**src/rtl/soda_datapath.sv**
```systemverilog
`default_nettype none
// soda_datapath -- saturating coin total, price compare and paced change payout (rev 1.0)
module soda_datapath #(
  parameter int WIDTH       = 8,
  parameter int PRICE       = 25,
  parameter int CHANGE_UNIT = 5
) (
  input  logic             clk,
  input  logic             rst_n,
  input  logic [WIDTH-1:0] a,
  input  logic             tc,
  input  logic             tw,
  input  logic             d,
  output logic             tm,
  output logic [WIDTH-1:0] tot,
  output logic             ovf,
  output logic             chg_pulse,
  output logic             chg_busy,
  output logic             chg_done,
  output logic [WIDTH-1:0] chg_left
);

  localparam logic [WIDTH-1:0] c_PRICE = WIDTH'(PRICE);
  localparam logic [WIDTH-1:0] c_UNIT  = WIDTH'(CHANGE_UNIT);
  localparam logic [WIDTH-1:0] c_MAX   = '1;

  typedef enum logic [1:0] {
    ST_IDLE = 2'd0,
    ST_PAY  = 2'd1,
    ST_DONE = 2'd2
  } state_t;

  state_t           r_state;
  state_t           w_next;
  logic [WIDTH-1:0] r_tot;
  logic [WIDTH-1:0] r_rem;
  logic [WIDTH-1:0] r_chg_left;
  logic             r_ovf;
  logic             r_d_prev;
  logic             r_phase;
  logic             w_d_rise;
  logic             w_can_pay;
  logic             w_pulse;
  logic             w_done;
  logic [WIDTH:0]   w_sum;

  assign w_d_rise  = d & ~r_d_prev;
  assign w_sum     = {1'b0, r_tot} + {1'b0, a};
  assign w_can_pay = (r_rem >= c_UNIT);

  always_ff @(posedge clk) begin
    if (!rst_n) r_state <= ST_IDLE;
    else        r_state <= w_next;
  end

  // Pulse/done are gated by tc so an abort never shows a strobe in its own cycle.
  always_comb begin
    w_next  = r_state;
    w_pulse = 1'b0;
    w_done  = 1'b0;
    case (r_state)
      ST_IDLE: if (!tc && w_d_rise) w_next = ST_PAY;
      ST_PAY: begin
        if (tc) begin
          w_next = ST_IDLE;
        end else if (!r_phase) begin
          if (w_can_pay) begin
            w_pulse = 1'b1;
          end else begin
            w_done = 1'b1;
            w_next = ST_DONE;
          end
        end
      end
      ST_DONE: if (tc) w_next = ST_IDLE;
      default: w_next = ST_IDLE;
    endcase
  end

  always_ff @(posedge clk) begin
    if (!rst_n) begin
      r_tot      <= '0;
      r_ovf      <= 1'b0;
      r_d_prev   <= 1'b0;
      r_rem      <= '0;
      r_phase    <= 1'b0;
      r_chg_left <= '0;
    end else begin
      r_d_prev <= d;
      if (tc) begin
        r_tot <= '0;
        r_ovf <= 1'b0;
      end else if (tw && r_state == ST_IDLE) begin
        if (w_sum[WIDTH]) begin
          r_tot <= c_MAX;
          r_ovf <= 1'b1;
        end else begin
          r_tot <= w_sum[WIDTH-1:0];
        end
      end
      if (r_state == ST_IDLE && w_next == ST_PAY) begin
        r_rem      <= (r_tot >= c_PRICE) ? (r_tot - c_PRICE) : '0;
        r_phase    <= 1'b0;
        r_chg_left <= '0;
      end else if (r_state == ST_PAY) begin
        if (w_pulse) begin
          r_rem   <= r_rem - c_UNIT;
          r_phase <= 1'b1;
        end else begin
          r_phase <= 1'b0;
        end
        if (w_done) r_chg_left <= r_rem;
      end
    end
  end

  assign tm        = (r_tot >= c_PRICE);
  assign tot       = r_tot;
  assign ovf       = r_ovf;
  assign chg_pulse = w_pulse;
  assign chg_busy  = (r_state == ST_PAY);
  assign chg_done  = w_done;
  assign chg_left  = r_chg_left;

endmodule
`default_nettype wire

```
**config.mk**
```make
export PLATFORM = sky130hd
export DESIGN_NAME = soda_datapath
export DESIGN_NICKNAME = d
export VERILOG_FILES = /design/src/rtl/soda_datapath.sv
export SDC_FILE = /design/constraint.sdc
export NUM_CORES = 1
export LEC_CHECK = 0
export CORE_AREA = 10 10 60 81
export DETAILED_ROUTE_END_ITERATION = 16
export DIE_AREA = 0 0 70 91
export GPL_TIMING_DRIVEN = 1
export PLACE_DENSITY = 0.77
export SLEW_MARGIN = 20
export SYNTH_ARGS = -nofsm -noshare
export SYNTH_HDL_FRONTEND = slang
export SYNTH_SLANG_ARGS = --single-unit
```
**constraint.sdc**
```tcl
create_clock -name clk -period 2.3 [get_ports clk]
set_clock_uncertainty 0.15 [all_clocks]
set_input_delay 0.345 -clock clk [delete_from_list [all_inputs] [get_ports clk]]
set_output_delay 0.345 -clock clk [all_outputs]
set_load 0.1 [all_outputs]
```
==> results.py <==
metrics = {
    "finish": {
        "finish.cell_count_without_fillers": 300,
        "register_area_sq_um": 601,
        "share_of_layout_cells_above_drive_strength_1": 0.327,
        "final_cell_mix": "sky130_fd_sc_hd__buf_4, sky130_fd_sc_hd__dfxtp_1, sky130_fd_sc_hd__nand2_1",
        "final_net_count": 285,
        "n_antenna_cell": 0,
        "nFillCells": 266,
        "multiInputGateArea_sq_um": 1100,
        "finish.instance_area_sq_um": 2400,
        "syn2layout_area_growth_pct": 44.7,
        "layout.cells.most_common": "sky130_fd_sc_hd__buf_4",
    },
    "setup_path": {
        "timing.critical_path.buf_inv": 3,
        "worst_path_max_delay_cell": "sky130_fd_sc_hd__or3_4",
        "critical_path.max_fanout": 5,
        "timing.critical_path.from": "r_rem[0]",
        "worst-endpoint-required_ns": 1.80,
        "critPathMaxStageDelay_ns": 0.38,
        "cp_cell_sequence": "inv_1, ha_4, nor2b_2, or3_4, or2_4, clkinv_4, buf_12",
        "setup.worst_path.class": "flip-flop to output pin",
        "cp.arrival_ns": 1.87,
        "setup.worst_path.start_class": "flip-flop",
        "rr_startpoint": "r_rem[0]",
        "cp_top_family": "simple AND/OR/NAND/NOR gates",
        "worstSetupEndpointType": "output pin",
    },
    "routing": {
        "dr.pass1.iters": 4,
        "drc": 0,
        "first_iter_violations": 51,
        "avgViaCountPerCell": 5.54,
        "detailed_route_wl_um": 4590,
        "vias": 1663,
        "wl_per_cell_um": 15.3,
        "drtAntennaViolNets": 0,
    },
    "min_path": {
        "hold_path.startpoint": "chg_left[5]",
        "hold_path_class": "flip-flop to flip-flop",
    },
    "clock_tree": {
        "worst_setup_hold_path_clk_slew_ns": 0.07,
        "clock_tree.buffer_depth": 2,
        "cts_max_level": 2,
        "cts_inserted_buffers": 5,
        "cts.hold.buffers_added": 0,
        "cts_root_buf": "sky130_fd_sc_hd__clkbuf_8",
        "worst_skew_pair_latency_ns": 0.28,
        "clkSinkCount": 29,
        "cts_tree": "yes",
    },
    "logic_synthesis": {
        "synthesis.area_sq_um": 1660,
        "ys_warnings": 0,
        "netlist_instances": 195,
        "synth-seq-cells": 29,
        "yosysSeqAreaShare": 0.349,
        "synth.lib_cells_used.distinct": 48,
        "postSynthNetCount": 221,
        "synthesis.area_per_instance_sq_um": 8.52,
    },
    "floorplanning": {
        "floorplan.core_area_sq_um": 3380,
        "ios": 34,
        "die_h_um": 91,
        "floorplan.die.width_um": 70,
        "total_die_area_sq_um": 6370,
        "floorplan.rows": 25,
        "starting_density": 0.492,
    },
    "power": {
        "power_leakage_nw": 1.01,
        "irDropWorstVdd_v": 0.000395,
        "powerDensity_nw_per_um2": 555,
    },
    "timing": {
        "worst_pin_slew_ns": 0.512,
        "report.final.slew_viol_count": 0,
        "worst_slew_margin_rel": 0.654,
        "final_critical_path_setup_slack_ns": -0.0677,
        "min_period_over_period": 1.03,
        "worst_hold_slack_ns": 0.308,
        "max_clock_freq_ghz": 0.422,
        "final_period_minus_worst_setup_slack_ns": 2.37,
        "finalHoldViolations": 0,
        "finalSetupViolations": 1,
        "finalSetupTns_ns": -0.0677,
        "rsz0062_at_grt": "true",
    },
    "placed_design": {
        "dp_slack_ns": -0.269,
        "detailed_place.area_sq_um": 2210,
        "dpl.cell_count": 286,
        "finalWeightedCongestion": 0.808,
        "hpwlAfterDp_um": 3580,
        "port-buffer-count": 33,
    },
    "run_status": {
        "outcome": "finished with violations",
        "violated_checks": "setup timing",
    },
    "grt": {
        "largest_net_degree_at_the_start_of_global_routing": 10,
        "gr-usage-all-layers": 0.145,
        "grt.overflow.total": 0,
        "grt_antenna_before_repair": 0,
        "vias_in_the_first_global_route": 1724,
        "grt_first_pass_wirelength_um": 7680,
    },
    "flow_run": {
        "maxCapViolations": 0,
    },
}
==> timing repair <==
action,4_1_cts,5_1_grt
endpoints found under the setup margin,2,12
pin swaps,6,2
resized for setup,9,8
buffers inserted,6,0
==> layer usage <==
| layer | track usage | vias up | share of wire |
|---|---|---|---|
| li1 | - | 827 | - |
| met1 | 0.132 | 767 | 0.38 |
| met2 | 0.273 | 52 | 0.52 |
| met3 | 0.0523 | 17 | 0.068 |
| met4 | 0.0677 | 0 | 0.034 |
| met5 | 0 | - | 0 |
==> final timing paths <==
kind,slack [ns],cells past startpoint,end
hold reg to reg,0.31,1,chg_left[5]
setup / recovery,-0.07,7,chg_done
setup reg to reg,0.18,10,chg_left[7]
hold / removal,0.31,1,chg_left[5]
==> where the power goes <==
part	switching [W]	internal (W)	leakage [nW]
registers	0.0000253	0.000519	0.241
logic	0.000216	0.000147	0.723
clock network	0.000183	0.000243	0.0455
total	0.000424	0.000910	1.01
==> state kept, by name (all words and copies together), names as in the netlist <==
register and cells:
chg_left 8, ovf 1, r_d_prev 1, r_phase 1, r_rem 8, r_state 2
tot 8
==> cells in the mapped netlist, drive strengths merged <==
cell type | n | area share
a2111oi | 1 | 0.0053
a211o | 1 | 0.0053
a211oi | 3 | 0.014
a21o | 2 | 0.0090
a21oi | 18 | 0.054
a221oi | 1 | 0.0053
a31oi | 3 | 0.011
a32oi | 1 | 0.0053
and2 | 7 | 0.028
buf | 1 | 0.0030
clkbuf | 1 | 0.0023
dfxtp | 29 | 0.35
fa | 1 | 0.012
ha | 12 | 0.090
inv | 11 | 0.028
nand2 | 19 | 0.044
nand2b | 5 | 0.019
nand3 | 1 | 0.0030
nor2 | 18 | 0.042
nor2b | 2 | 0.0075
nor3 | 8 | 0.024
nor4 | 1 | 0.0038
nor4b | 1 | 0.0090
o2111ai | 1 | 0.0053
o211a | 1 | 0.0060
o211ai | 2 | 0.0090
o21a | 1 | 0.0045
o21ai | 9 | 0.027
o21bai | 1 | 0.0045
o22a | 1 | 0.0053
o22ai | 4 | 0.015
o311a | 1 | 0.0060
o311ai | 2 | 0.015
o31a | 1 | 0.0053
o31ai | 2 | 0.012
or2 | 1 | 0.0053
or3 | 5 | 0.022
or4 | 2 | 0.0090
xnor2 | 9 | 0.047
xor2 | 5 | 0.026
==> layout make-up <==
type,count,area share
Multi-Input combinational cell,153,0.459
Sequential cell,29,0.250
Timing Repair Buffer,59,0.212
Clock buffer,8,0.0375
Inverter,11,0.0208
Tap cell,40,0.0208
==> kinds of logic (layout without fill, tap and decap cells) <==
group,Yosys count,in the layout,share of synthesized area
buf+inv,13,78,0.0331
xor+xnor,14,14,0.0738
compound gates,56,56,0.224
fa+ha+maj,13,13,0.102
simple gates,70,70,0.217
flops,29,29,0.349
==> through the flow <==
stage,total power (W),util
after floorplan,0.000777,-
after global placement,0.000890,0.653
after detailed placement,0.000893,0.653
after CTS,0.00133,0.703
after global routing,0.00139,0.712
final,0.00133,0.712
Power figures use the tool's default switching activity.
==> RTL change 1 (config.mk and constraints unchanged) <==
Make the reset (`rst_n`) asynchronous in 2 clocked blocks.
--- a/src/rtl/soda_datapath.sv
+++ b/src/rtl/soda_datapath.sv
@@ -49,5 +49,5 @@
   assign w_can_pay = (r_rem >= c_UNIT);
 
-  always_ff @(posedge clk) begin
+  always_ff @(posedge clk or negedge rst_n) begin
     if (!rst_n) r_state <= ST_IDLE;
     else        r_state <= w_next;
@@ -78,5 +78,5 @@
   end
 
-  always_ff @(posedge clk) begin
+  always_ff @(posedge clk or negedge rst_n) begin
     if (!rst_n) begin
       r_tot      <= '0;
Check against the original RTL: differs if rst_n is asserted again (counterexample within 4 cycles, from zero or initial values and one cycle with rst_n low); with rst_n held inactive, the same outputs for 10 cycles.
==> RTL change 1 against the unedited design <==
The run still ends with negative setup slack left. Sequential cell count unchanged. Setup slack better by 0.012 ns. Highest routed layer unchanged. Utilization increased by 9.6 points. Routed wire length is 17% higher. Cell area is 14% higher. Critical path type unchanged. Area after synthesis is 8.7% higher.
Power is not compared: it rests on default switching activity, and its combinational part moved more than twofold at a synthesized area within 25%.
==> RTL change 1: results (changes against the unedited design) <==
[layout]
num_antenna_cells=0  ; unchanged
fill_cells=213  ; -20%
layout.nets=291  ; +2.1%
drive_gt1_share_pct=39.1  ; +6.4 points

[synthesis]
netlist_top_cells_count=dfrtp_1, nor2_1, ha_1
ys.flop_type=dfrtp_1
yosys.area_share.xor_xnor_pct=6.79  ; -0.59 points
synthArstFlopShare_pct=100  ; +100 points
syn_nets=216  ; -2.3%
ys_seq_area_share_pct=40.2  ; +5.3 points
netlist_top_cells_area=dfrtp_1, ha_1, nor2_1
synth_mux_area_share_pct=3.60  ; +3.6 points
ys_types=44  ; -8.3%
synth-edff-count=0  ; unchanged
yosysWarnings=0  ; unchanged
synth_fa_ha_area_share_pct=9.42  ; -0.82 points
synth_compound_area_share_pct=16.7  ; -5.7 points

[global_routing]
grt_start_max_net_pins=30  ; +20
grt_usage_pct=16.4  ; +2.0 points
antenna_found_initial=0  ; unchanged
grt_pass1_wl_um=8580  ; +12%
grt_pass1_vias=1846  ; +7.1%

[placement]
routabilityCongestion=0.780  ; -3.4%
place_ws_ns=-0.470  ; -0.200 ns
hpwl_um=3810  ; +6.4%
portBuffers=33  ; unchanged

[cts]
path_clk_slew_ns=0.07  ; about the same
cts_buffer_depth=2  ; unchanged
clockRootBuffer=clkbuf_8
numCtsBuffers=5  ; unchanged
cts_max_level=2  ; unchanged
clock_latency_ns=0.29

[sta]
setup_slack_ns=-0.0554  ; +0.0124 ns
hold_viol_final=0  ; unchanged
max_slew.worst_pin.slew_ns=0.444  ; -0.0679 ns
setup_viol=2  ; +1
fin_setup_tns_ns=-0.0977  ; -0.0300 ns
drv_slew=0  ; unchanged

[setup_path]
crit_fanout=4  ; -1
rr_worst_depth=7  ; -3
reg2reg_to=r_rem[1]
r2r_start=r_rem[4]
arrival_ns=1.86
r2r_slack_ns=0.03  ; -0.15 ns

[run_status]
violations=negative setup slack
run_status=finished with violations

[power_and_ir_drop]
leakage_nw=1.28
max-vdd-ir-drop_mv=0.645

[routing]
drt_iter0_drc=110  ; +120%
vias_per_cell=5.76  ; +4.0%
postRouteWirelength_um=5370  ; +17%
first_pass_iters=4  ; unchanged

[hold_path]
min_path_type=input pin to async pin

-- RTL change 1: through the flow --
step	hold WS, ns	instance area (um2)	std cells
5_1_grt	0.353	2730	306
6_report	0.296	2730	306
3_3_place_gp	0.320	2380	279
2_1_floorplan	-0.101	1860	190
3_5_place_dp	0.322	2380	279
4_1_cts	0.314	2640	303
-- RTL change 1: per-layer routing --
metal / vias to the layer above / global-route usage [%] / routed length (um)
li1: 820 / - / -
met1: 845 / 14.5 / 1900
met2: 72 / 32.2 / 2920
met3: 27 / 3.81 / 292
met4: 0 / 9.57 / 259
met5: - / 0 / 0
-- RTL change 1: cells by family (layout without fill, tap and decap cells) --
family / count (synthesis) / after routing
and+or+nand+nor: 68 / 68
buffers and inverters: 16 / 92
muxes: 6 / 6
adders and majority gates: 13 / 13
xor gates and xnor gates: 14 / 14
DFF: 29 / 29
AOI/OAI and AO/OA: 44 / 44
-- RTL change 1: how the worst max path moves through the flow --
stage | startpoint | to | slack (ns) | cells past startpoint
after floorplan | r_rem[6] | chg_left[0] | -0.07 | 5
after global placement | a[0] | tot[3] | -0.32 | 9
after detailed placement | a[0] | tot[2] | -0.47 | 9
after CTS | r_rem[5] | chg_done | -0.08 | 4
after global routing | tot[0] | tot[7] | -0.08 | 10
final | r_rem[4] | chg_pulse | -0.06 | 4
-- RTL change 1: report_power, final --
group | leakage [nW] | total [W] | internal (W) | switching [W]
Sequential | 0.370 | 0.000759 | 0.000634 | 0.000125
Combinational | 0.863 | 0.00156 | 0.000643 | 0.000914
Clock | 0.0455 | 0.000443 | 0.000244 | 0.000200
-- RTL change 1: worst max-delay path, cell delays in order (launching register included) --
cell	delay, ns
dfrtp_1	0.38
or4_4	0.55
a211o_4	0.32
and2_4	0.16
buf_12	0.16
-- RTL change 1: timing repair --
action,in CTS,in global routing
setup buffers,16,3
gates resized for setup,13,14
setup endpoints to repair,10,11
pin swaps,8,8
-- RTL change 1: cell type report --
cell class,count,area share (%)
well taps,40,1.83
repair buffers,74,23.6
clock buffers,8,3.30
multi-input cells,145,42.5
flip-flops and latches,29,27.2
inverters,10,1.51
==> RTL change 2 (config.mk and constraints unchanged) <==
Made on the original files. Change the parameter `WIDTH` from 8 to 6.
--- a/src/rtl/soda_datapath.sv
+++ b/src/rtl/soda_datapath.sv
@@ -2,5 +2,5 @@
 // soda_datapath -- saturating coin total, price compare and paced change payout (rev 1.0)
 module soda_datapath #(
-  parameter int WIDTH       = 8,
+  parameter int WIDTH       = 6,
   parameter int PRICE       = 25,
   parameter int CHANGE_UNIT = 5
Ports: changed (resized a, chg_left and tot); port bits go from 34 to 28. The function was not compared with the original's and may differ.
==> RTL change 2 against the unedited design <==
The flow still finishes with violations (negative setup slack). Sequential cell count fell by 6. Worst hold slack gained 0.0062 ns. Routed wire length shrank 28%. Utilization is 15 points lower. Area after synthesis shrank 22%. Cell area fell by 22%. Power shrank 29%. Global-route usage decreased by 3.9 points. Setup slack gained 0.041 ns.
==> RTL change 2: results (changes against the unedited design) <==
[run_status]
run_status=finished with violations
violations=negative setup slack

[synthesis]
yosysWarnings=0  ; unchanged
ys_types=40  ; -17%
syn_nets=171  ; -23%
ys_seq_area_share_pct=35.4  ; +0.44 points
netlist_top_cells_count=dfxtp_1, a21oi_1, inv_1, o21ai_0, ha_1
netlist_top_cells_area=dfxtp_1, ha_1, a21oi_1
synthArstFlopShare_pct=0  ; unchanged

[routing]
vias_per_cell=5.22  ; -5.8%
postRouteWirelength_um=3300  ; -28%
wl_met2_um=1730  ; -28%
wl_met1_um=1310  ; -24%
drt_iter0_drc=73  ; +43%
met3_length_um=179  ; -42%

[sta]
max_slew.worst_pin.slew_ns=0.479  ; -0.0330 ns
setup_viol=1  ; unchanged
setup_slack_ns=-0.0267  ; +0.0411 ns

[setup_path]
critPathMaxStageDelay_ns=0.45  ; +0.07 ns
arrival_ns=1.83  ; -0.04 ns
cp_slowest_cell=a2111o_1
crit_fanout=4  ; -1
crit_family=compound AO/OA/AOI/OAI gates

[power_and_ir_drop]
power.density_nw_per_um2=505  ; -9.0%
max-vdd-ir-drop_mv=0.317  ; -20%
leakage_nw=0.811  ; -20%
p_comb_share_pct=27.0  ; -0.2 points
p_int_w=0.000643  ; -29%
pwr-share-clk_pct=28.2  ; -3.8 points

[global_routing]
grt_pass1_vias=1296  ; -25%
gr-usage-met3_pct=3.38  ; -1.9 points
grt_pass1_wl_um=5710  ; -26%
grtUsageMet1_pct=10.8  ; -2.4 points
grt_usage_pct=10.6  ; -3.9 points
grt_start_max_net_pins=15  ; +5
met2_usage_pct=18.9  ; -8.4 points

[cts]
cts_buffer_depth=2  ; unchanged
numCtsBuffers=3  ; -2
cts_resized=4  ; -5
post_cts_buffers=3  ; -3
path_clk_slew_ns=0.09  ; +0.02 ns
cts_max_level=1  ; -1

[placement]
dpl_cell_area_um2=1770  ; -20%
portBuffers=27  ; -18%
routabilityCongestion=0.742  ; -8.2%
hpwl_um=2520  ; -30%

[layout]
drive_gt1_share_pct=32.7  ; -0.039 points
layout.nets=219  ; -23%

-- RTL change 2: cell count changes after synthesis, moves of 4 or more --
cell | unedited run | this run
a21oi_1 | 18 | 14
dfxtp_1 | 29 | 23
inv_1 | 10 | 14
mux2i_1 | 0 | 4
nand2_1 | 18 | 6
nor2_1 | 17 | 9
nor3_1 | 8 | 2
o21ai_0 | 9 | 14
xnor2_1 | 9 | 3
-- RTL change 2: through the flow --
step / utilization, % / setup TNS, ns / worst slack, ns / cells
floorplan: - / -0.213 / -0.126 / 149
global placement: 52.3 / -0.446 / -0.136 / 229
detailed placement: 52.3 / -0.867 / -0.199 / 229
CTS: 54.8 / -0.0133 / -0.00925 / 236
global route: 55.9 / -0.101 / -0.0841 / 236
finish: 55.9 / -0.0267 / -0.0267 / 236
-- RTL change 2: layout make-up --
| cell class | instances | area (um2) |
|---|---|---|
| flip-flops and latches | 23 | 473 |
| inverters | 14 | 60.1 |
| fillers | 299 | 1490 |
| clock buffers | 3 | 41.3 |
| well taps | 40 | 50.0 |
| clock inverters | 1 | 6.26 |
| repair buffers | 44 | 397 |
| multi-input cells | 111 | 860 |
-- RTL change 2: path summary, 6_finish.rpt --
kind                                  start     endpoint  slack, ns  cells past startpoint
worst max-delay path               r_rem[0]     chg_done      -0.03                      6
worst min-delay path            chg_left[5]  chg_left[5]       0.31                      1
worst max register to register     r_rem[0]   r_state[0]       0.23                      8
worst min register to register  chg_left[5]  chg_left[5]       0.31                      1
-- RTL change 2: logic make-up (layout without fill, tap and decap cells) --
family          count (synthesis)  after routing  synth area share, %
mux                             5              5                 3.94
xor+xnor                        7              7                 4.71
fa+ha+maj                      11             11                 11.2
compound gates                 41             41                 18.8
flops                          23             23                 35.4
simple gates                   47             47                 21.1
buf+inv                        15             62                 4.90
